$ cat src/rtl/core_pipe_pkg.sv
// core_pipe_pkg: shared pipeline types (shadow_ent_t), forward-select codes and GPR count
package core_pipe_pkg;
  localparam int NREG = 32;
  localparam int AW = $clog2(NREG);
  localparam logic [1:0] FWD_RF = 2'd0;
  localparam logic [1:0] FWD_EX = 2'd1;
  localparam logic [1:0] FWD_MEM = 2'd2;
  localparam logic [1:0] FWD_WB = 2'd3;
  typedef struct packed {
    logic valid;
    logic we;
    logic [AW-1:0] dest;
    logic is_load;
  } shadow_ent_t;
endpackage

$ cat src/rtl/id_hazard_ctrl_if.sv
// id_hazard_ctrl_if: ID-stage hazard bus; master = ID stage (drives id_*, pipe_hold), slave = controller (drives stall/bubble/flush/fwd_sel, perf_* with HAZ_PERF_EN)
interface id_hazard_ctrl_if;
  import core_pipe_pkg::*;
  logic id_valid;
  logic [AW-1:0] id_raddr1;
  logic [AW-1:0] id_raddr2;
  logic id_re1;
  logic id_re2;
  logic id_rf_we;
  logic [AW-1:0] id_dest;
  logic id_is_load;
  logic id_br_taken;
  logic pipe_hold;
  logic id_stall;
  logic ex_bubble;
  logic if_flush;
  logic [1:0] fwd_sel1;
  logic [1:0] fwd_sel2;
`ifdef HAZ_PERF_EN
  logic [31:0] perf_stall_cnt;
  logic [31:0] perf_flush_cnt;
`endif
  modport master (
    output id_valid, id_raddr1, id_raddr2, id_re1, id_re2, id_rf_we, id_dest, id_is_load, id_br_taken, pipe_hold,
    input id_stall, ex_bubble, if_flush, fwd_sel1, fwd_sel2
`ifdef HAZ_PERF_EN
    , input perf_stall_cnt, perf_flush_cnt
`endif
  );
  modport slave (
    input id_valid, id_raddr1, id_raddr2, id_re1, id_re2, id_rf_we, id_dest, id_is_load, id_br_taken, pipe_hold,
    output id_stall, ex_bubble, if_flush, fwd_sel1, fwd_sel2
`ifdef HAZ_PERF_EN
    , output perf_stall_cnt, perf_flush_cnt
`endif
  );
endinterface

$ cat src/rtl/hazard_src_match.sv
// hazard_src_match: per-source hit decode vs EX/MEM/WB shadow; in ex/mem/wb, re, raddr; out fwd_sel (youngest hit wins), load_hit
module hazard_src_match
  import core_pipe_pkg::*;
(
  input shadow_ent_t ex,
  input shadow_ent_t mem,
  input shadow_ent_t wb,
  input logic re,
  input logic [AW-1:0] raddr,
  output logic [1:0] fwd_sel,
  output logic load_hit
);
  logic hx, hm, hw, rd, unused_wb_ld;
  assign rd = re & (|raddr);
  assign hx = rd & ex.valid & ex.we & (ex.dest == raddr);
  assign hm = rd & mem.valid & mem.we & (mem.dest == raddr);
  assign hw = rd & wb.valid & wb.we & (wb.dest == raddr);
  assign fwd_sel = hx ? FWD_EX : hm ? FWD_MEM : hw ? FWD_WB : FWD_RF;
  assign load_hit = hx ? ex.is_load : hm & mem.is_load;
  assign unused_wb_ld = wb.is_load;
endmodule

$ cat src/rtl/id_hazard_ctrl.sv
// id_hazard_ctrl: ID interlock/bypass controller; clk, resetn (async low), bus (slave: stall, bubble, flush, fwd_sel; perf counters with HAZ_PERF_EN)
module id_hazard_ctrl #(
  parameter int NREG = core_pipe_pkg::NREG,
  parameter int AW = $clog2(NREG)
) (
  input logic clk,
  input logic resetn,
  id_hazard_ctrl_if.slave bus
);
  import core_pipe_pkg::*;
  shadow_ent_t sh_ex, sh_mem, sh_wb;
  logic [1:0] s1, s2;
  logic lh1, lh2, lu;
  logic [AW-1:0] dest;
  assign dest = bus.id_dest;
  hazard_src_match m1 (.ex(sh_ex), .mem(sh_mem), .wb(sh_wb), .re(bus.id_re1), .raddr(bus.id_raddr1), .fwd_sel(s1), .load_hit(lh1));
  hazard_src_match m2 (.ex(sh_ex), .mem(sh_mem), .wb(sh_wb), .re(bus.id_re2), .raddr(bus.id_raddr2), .fwd_sel(s2), .load_hit(lh2));
  assign lu = lh1 | lh2;
  assign bus.id_stall = bus.pipe_hold | (bus.id_valid & lu);
  assign bus.ex_bubble = ~bus.pipe_hold & (~bus.id_valid | lu);
  assign bus.if_flush = bus.id_valid & bus.id_br_taken & ~bus.id_stall;
  assign bus.fwd_sel1 = bus.id_valid ? s1 : FWD_RF;
  assign bus.fwd_sel2 = bus.id_valid ? s2 : FWD_RF;
  always_ff @(posedge clk or negedge resetn)
    if (!resetn) begin
      sh_ex <= '0;
      sh_mem <= '0;
      sh_wb <= '0;
    end else if (!bus.pipe_hold) begin
      sh_wb <= sh_mem;
      sh_mem <= sh_ex;
      sh_ex <= {~bus.ex_bubble, bus.id_rf_we, dest, bus.id_is_load};
    end
`ifdef HAZ_PERF_EN
  always_ff @(posedge clk or negedge resetn)
    if (!resetn) begin
      bus.perf_stall_cnt <= '0;
      bus.perf_flush_cnt <= '0;
    end else begin
      if (bus.id_valid & lu & ~bus.pipe_hold) bus.perf_stall_cnt <= bus.perf_stall_cnt + 32'd1;
      if (bus.if_flush) bus.perf_flush_cnt <= bus.perf_flush_cnt + 32'd1;
    end
`endif
endmodule

$ cat src/flat_wrapper.sv
// flat-port wrapper written by rule: the top's interface ports become plain ports
module id_hazard_ctrl_flat import core_pipe_pkg::*;
#(
  parameter int NREG = core_pipe_pkg::NREG,
  parameter int AW = $clog2(NREG)
)
  (clk, resetn, bus_id_valid, bus_id_raddr1, bus_id_raddr2, bus_id_re1, bus_id_re2, bus_id_rf_we, bus_id_dest, bus_id_is_load, bus_id_br_taken, bus_pipe_hold, bus_id_stall, bus_ex_bubble, bus_if_flush, bus_fwd_sel1, bus_fwd_sel2);
  id_hazard_ctrl_if bus_i ();
  input logic clk;
  input logic resetn;
  input wire logic [$bits(bus_i.id_valid)-1:0] bus_id_valid;
  input wire logic [$bits(bus_i.id_raddr1)-1:0] bus_id_raddr1;
  input wire logic [$bits(bus_i.id_raddr2)-1:0] bus_id_raddr2;
  input wire logic [$bits(bus_i.id_re1)-1:0] bus_id_re1;
  input wire logic [$bits(bus_i.id_re2)-1:0] bus_id_re2;
  input wire logic [$bits(bus_i.id_rf_we)-1:0] bus_id_rf_we;
  input wire logic [$bits(bus_i.id_dest)-1:0] bus_id_dest;
  input wire logic [$bits(bus_i.id_is_load)-1:0] bus_id_is_load;
  input wire logic [$bits(bus_i.id_br_taken)-1:0] bus_id_br_taken;
  input wire logic [$bits(bus_i.pipe_hold)-1:0] bus_pipe_hold;
  output wire logic [$bits(bus_i.id_stall)-1:0] bus_id_stall;
  output wire logic [$bits(bus_i.ex_bubble)-1:0] bus_ex_bubble;
  output wire logic [$bits(bus_i.if_flush)-1:0] bus_if_flush;
  output wire logic [$bits(bus_i.fwd_sel1)-1:0] bus_fwd_sel1;
  output wire logic [$bits(bus_i.fwd_sel2)-1:0] bus_fwd_sel2;
  assign bus_i.id_valid = bus_id_valid;
  assign bus_i.id_raddr1 = bus_id_raddr1;
  assign bus_i.id_raddr2 = bus_id_raddr2;
  assign bus_i.id_re1 = bus_id_re1;
  assign bus_i.id_re2 = bus_id_re2;
  assign bus_i.id_rf_we = bus_id_rf_we;
  assign bus_i.id_dest = bus_id_dest;
  assign bus_i.id_is_load = bus_id_is_load;
  assign bus_i.id_br_taken = bus_id_br_taken;
  assign bus_i.pipe_hold = bus_pipe_hold;
  assign bus_id_stall = bus_i.id_stall;
  assign bus_ex_bubble = bus_i.ex_bubble;
  assign bus_if_flush = bus_i.if_flush;
  assign bus_fwd_sel1 = bus_i.fwd_sel1;
  assign bus_fwd_sel2 = bus_i.fwd_sel2;
  id_hazard_ctrl #(.NREG(NREG), .AW(AW)) u_core (.clk(clk), .resetn(resetn), .bus(bus_i));
endmodule
$ cat config.mk
export PLATFORM = sky130hd
export DESIGN_NAME = id_hazard_ctrl_flat
export DESIGN_NICKNAME = d
export VERILOG_FILES = /design/src/rtl/core_pipe_pkg.sv /design/src/rtl/id_hazard_ctrl_if.sv /design/src/rtl/hazard_src_match.sv /design/src/rtl/id_hazard_ctrl.sv /design/src/flat_wrapper.sv
export SDC_FILE = /design/constraint.sdc
export NUM_CORES = 1
export LEC_CHECK = 0
export CAP_MARGIN = 0
export CORE_ASPECT_RATIO = 1.5
export CORE_MARGIN = 8
export CORE_UTILIZATION = 55
export DETAILED_ROUTE_END_ITERATION = 16
export GPL_ROUTABILITY_DRIVEN = 0
export HOLD_SLACK_MARGIN = 0.08
export PLACE_DENSITY = 0.85
export SLEW_MARGIN = 20
export SYNTH_ARGS = -nofsm -noshare
export SYNTH_HDL_FRONTEND = slang
export SYNTH_HIERARCHICAL = 1
export SYNTH_SLANG_ARGS = --single-unit
$ cat constraint.sdc
create_clock -name clk -period 4.5 [get_ports clk]
set_input_delay 0.675 -clock clk [delete_from_list [all_inputs] [get_ports clk]]
set_output_delay 0.675 -clock clk [all_outputs]
set_load 0.03 [all_outputs]
* After elaboration in Yosys (flattened, before gate mapping)
Cells that the tools add are included.
** Operators by class
- Bitwise logic cells :: 33
- Eq/ne operators :: 6
- Reduce and logical (&&, ||, !) cells :: 2
- Mux-type cells :: 10
** Operators with widths (count)
- $eq 5x5->1 :: 6
- $and 1x1->1 :: 26
- $mux 2 :: 8
- $reduce_or 5->1 :: 2
- $not 1->1 :: 4
- $or 1x1->1 :: 3
- $mux 1 :: 2
** Word-level totals
- Output and inout bits :: 7
- Flip-flop bits (word level) :: 23
- Logic and storage cells :: 62
- Input bits :: 24

* Depth between registers and ports, before layout
- Depth in word-level cells :: 12
- Mapped depth :: 6
- Mapped depth without buffers :: 6

* Modules after synthesis
Netlist, hierarchy kept.
** Modules (own cells, without submodules)
- id_hazard_ctrl :: sequential area each 600.6 µm², area an instance 969.7 µm², times used 1, cells an instance 61
- hazard_src_match :: sequential area each 0.0 µm², area an instance 282.8 µm², times used 2, cells an instance 39

* Worst setup path before layout
OpenSTA, ideal clock, no wires.
- Kind :: input port to output port
- Start :: input port bus_id_raddr2[1]
- End :: output port bus_if_flush
- Buffers on the path :: 0
- Data required time :: 3825 ps
- Cell stages on the path :: 6
- Setup slack :: 1207 ps
- Arrival :: 2618 ps
- Path through :: or4_4 > o21ai_2 > nor3_1 > mux2_4 > or3b_4 > nor3b_2
** On the way
- Longest elaborated chain between the ends :: 12
- Elaborated cells between the ends (all ways) :: 17
- Those cells by class :: eq/ne (2); mux (1); bitwise (13); reduce/logical (1)
** Ends and longest elaborated chain
- start, declared :: line flat_wrapper.sv:13 : input wire logic [$bits(bus_i.id_raddr2)-1:0] bus_id_raddr2;
- $reduce_or 5->1 :: line hazard_src_match.sv:14 : assign rd = re & (|raddr);
- $and 1x1->1 :: line hazard_src_match.sv:14
- $and 1x1->1 (3 in a row) :: line hazard_src_match.sv:16 : assign hm = rd & mem.valid & mem.we & (mem.dest == raddr);
- $and 1x1->1 :: line hazard_src_match.sv:19 : assign load_hit = hx ? ex.is_load : hm & mem.is_load;
- $mux 1 * :: line hazard_src_match.sv:19
- via u_core.lh2 :: line id_hazard_ctrl.sv:13 : logic lh1, lh2, lu;
- $or 1x1->1 * :: line id_hazard_ctrl.sv:18 : assign lu = lh1 | lh2;
- $and 1x1->1 * :: line id_hazard_ctrl.sv:19 : assign bus.id_stall = bus.pipe_hold | (bus.id_valid & lu);
- $or 1x1->1 * :: line id_hazard_ctrl.sv:19
- $not 1->1 * :: line id_hazard_ctrl.sv:21 : assign bus.if_flush = bus.id_valid & bus.id_br_taken & ~bus.id_stall;
- $and 1x1->1 * :: line id_hazard_ctrl.sv:21
- end, declared :: line flat_wrapper.sv:23 : output wire logic [$bits(bus_i.if_flush)-1:0] bus_if_flush;
Mark *: on every way through the listed nets, which the timed path passes. The rest lies on a longest branch.

* Final worst setup path
- Start :: input port bus_id_raddr2[4]
- End :: output port bus_if_flush
Same word-level chain as after synthesis.

==> metrics.md <==
| Metric | Value |
|---|---|
| Status | finished clean |
| Filler cells | 200 |
| Delay-heaviest family, CP | simple AND/OR/NAND/NOR gates |
| CTS H-tree depth | 1 |
| Antenna viol nets, final | 0 |
| Final Worst Setup Slack | 163 ps |
| Vias per inst | 5.79 |
| Core Footprint | 2650 µm² |
| CP max-delay cell | clkdlybuf4s50_1 |
| Hold Buf Count CTS | 0 |
| Residual DRC | 0 |
| P per Cell Area | 292 nW/µm² |
| Synth Area per Inst | 10.9 µm² |
| CP Class | in -> out |
| Root buffer cell | clkbuf_8 |
| CTS tree | built |
| Crit path required time | 3830 ps |
| Slowest cell delay on critical path | 690 ps |
| Setup bufs post-CTS | 0 |
| Row Count | 23 |
| Setup_tns | 0 ps |
| Layout area overhead | 25.3% |
| Die area | 4690 µm² |
| Sequential cell area | 576 µm² |
| RSZ-0062 raised after global routing | no |
| IO Count | 31 |
| Max_slew headroom | 54.3% |
| Buf+Inv Stages, Crit Path | 2 |
| CP dominant cell by count | clkdlybuf4s50_1 |
| WL final | 3.52 mm |
| GR Overflow Total | 0 |
| Max Clk Rate | 231 MHz |
| Max VDD drop | 255 µV |
| CTS buffer count | 3 |
| First-pass GRT wire length | 5.66 mm |
| Max-Cap Viols | 0 |
| Die width | 58.6 µm |
| CTS Buffer Depth | 2 |
| Post-Syn Nets | 161 |
| Post-CTS Resized | 0 |
| Netlist Area Pre-Place | 1500 µm² |
| Setup Skew | 1.65 ps |
| DR pass1 iterations | 4 |
| Critical path cell sequence | clkdlybuf4s50_1 > or4_4 > o21ai_2 > nor3_1 > mux2_4 > or3b_4 > nor3b_2 > clkdlybuf4s50_1 |
| Crit path DAT | 3660 ps |
| Proportion of layout cells with a drive suffix above 1 | 24.0% |
| # nets final | 196 |
| Final Hold Violating Endpoints | 0 |
| Die Y-Extent | 79.9 µm |
| Clock sink total | 23 |
| Starting DRT DRC Count | 50 |
| YS warnings | 6 |
| Area of the multi-input gates | 863 µm² |
| Initial Util | 56.6% |
| IO Port Bufs | 30 |
| CP Capture Type | output port |
| Final setup viols | 0 |
| Per-cell routed wire length | 16.9 µm |
| Worst-Skew Late Latency | 260 ps |
| Largest net degree at the start of global routing | 24 |
| Total GRT Usage | 15.6% |
| Worst Tran Pin Value | 684 ps |
| Vias | 1,205 |
| Crit path launch type | input pin |
| Vias in the first global route | 1,282 |
| Max-slew violation total from the final report | 0 |
| Worst Path Max Fanout | 5 |
| Fin crit share | 96.4% |
| Detail Placement HPWL | 2.75 mm |
| Clock slew at reported path FFs | 70 ps |
| Ant diodes | 0 |
| Initial antenna violation count | 0 |
| Tmin final | 4340 ps |
| Pleak | 0.741 nW |
| Cell count after synthesis | 137 |
| DP Worst Slack | 175 ps |
| HP Class | in -> async |
-- through the flow --
| stage | power, mW | hold WS, ps | cells | instance area (µm²) | util [%] |
|---|---|---|---|---|---|
| global placement | 0.415 | 520 | 204 | 1840 | 69.4 |
| finish | 0.548 | 366 | 208 | 1880 | 70.9 |
| floorplan | 0.364 | 379 | 137 | 1500 | - |
| detailed placement | 0.424 | 539 | 204 | 1840 | 69.4 |
| global route | 0.575 | 411 | 208 | 1880 | 70.9 |
| CTS | 0.551 | 557 | 208 | 1880 | 71.1 |
-- layer usage --
layer / GRT usage (%) / routed length (µm)
met3: 4.03 / 241
met2: 27.9 / 1870
met4: 10.3 / 108
met1: 15.1 / 1300
met5: 0 / 0
-- sequential cells by signal, summed over array words and instances (netlist names) --
signal / cells
u_core/sh_wb: 7
u_core/sh_ex: 8
u_core/sh_mem: 8
-- power breakdown --
| part | switching (mW) | internal, mW |
|---|---|---|
| logic | 0.0627 | 0.0850 |
| registers | 0.0382 | 0.237 |
| clock network | 0.0623 | 0.0632 |
| total | 0.163 | 0.385 |
-- cell type report --
type                            instances  share of cell area, %
Timing Repair Buffer                   33                   16.9
Inverter                                8                   1.60
Sequential cell                        23                   30.6
Multi-Input combinational cell        103                   46.0
Tap cell                               37                   2.47
Clock buffer                            4                   2.40
-- worst reg2reg max path, stage by stage (launching register included) --
cell and delay [ps]:
dfrtp_1 430, xnor2_1 230, nand4_1 140, nor3_1 420
mux2_4 350, or3b_4 420, o21ai_1 130
-- layout by cell type, fill, tap and decap left out --
cell / n
buf_4: 3
and2_2: 4
nor3b_2: 1
clkbuf_1: 1
nor2_1: 4
clkdlybuf4s50_1: 29
buf_2: 1
nor2b_1: 5
nand4_1: 4
dfrtp_1: 23
mux2_2: 22
or4_4: 2
xor2_1: 4
a21oi_1: 2
o21ai_0: 1
a2111oi_1: 2
nor3_1: 4
inv_1: 8
nand2b_1: 1
or3_1: 2
nand2_1: 5
and4b_1: 4
o21ai_1: 1
nand4b_1: 2
a222oi_1: 2
o21bai_1: 2
or3b_4: 1
clkbuf_8: 3
nand3_1: 4
xnor2_1: 20
o21ai_2: 2
mux2_4: 2
-- path summary, 6_finish.rpt --
path                       cells past startpoint  slack, ps          endpoint              from
max                                            8        160      bus_if_flush  bus_id_raddr2[4]
min                                            1        370  u_core/sh_mem[4]            resetn
max reg2reg                                    6       2310   u_core/sh_ex[7]   u_core/sh_ex[1]
min reg2reg                                    1        550   u_core/sh_wb[7]   u_core/sh_wb[7]
max in group asynchronous                      1       3790   u_core/sh_ex[7]            resetn
min in group clk                               1        550   u_core/sh_wb[7]   u_core/sh_wb[7]
Note: power is estimated with default switching activity, not from simulation.
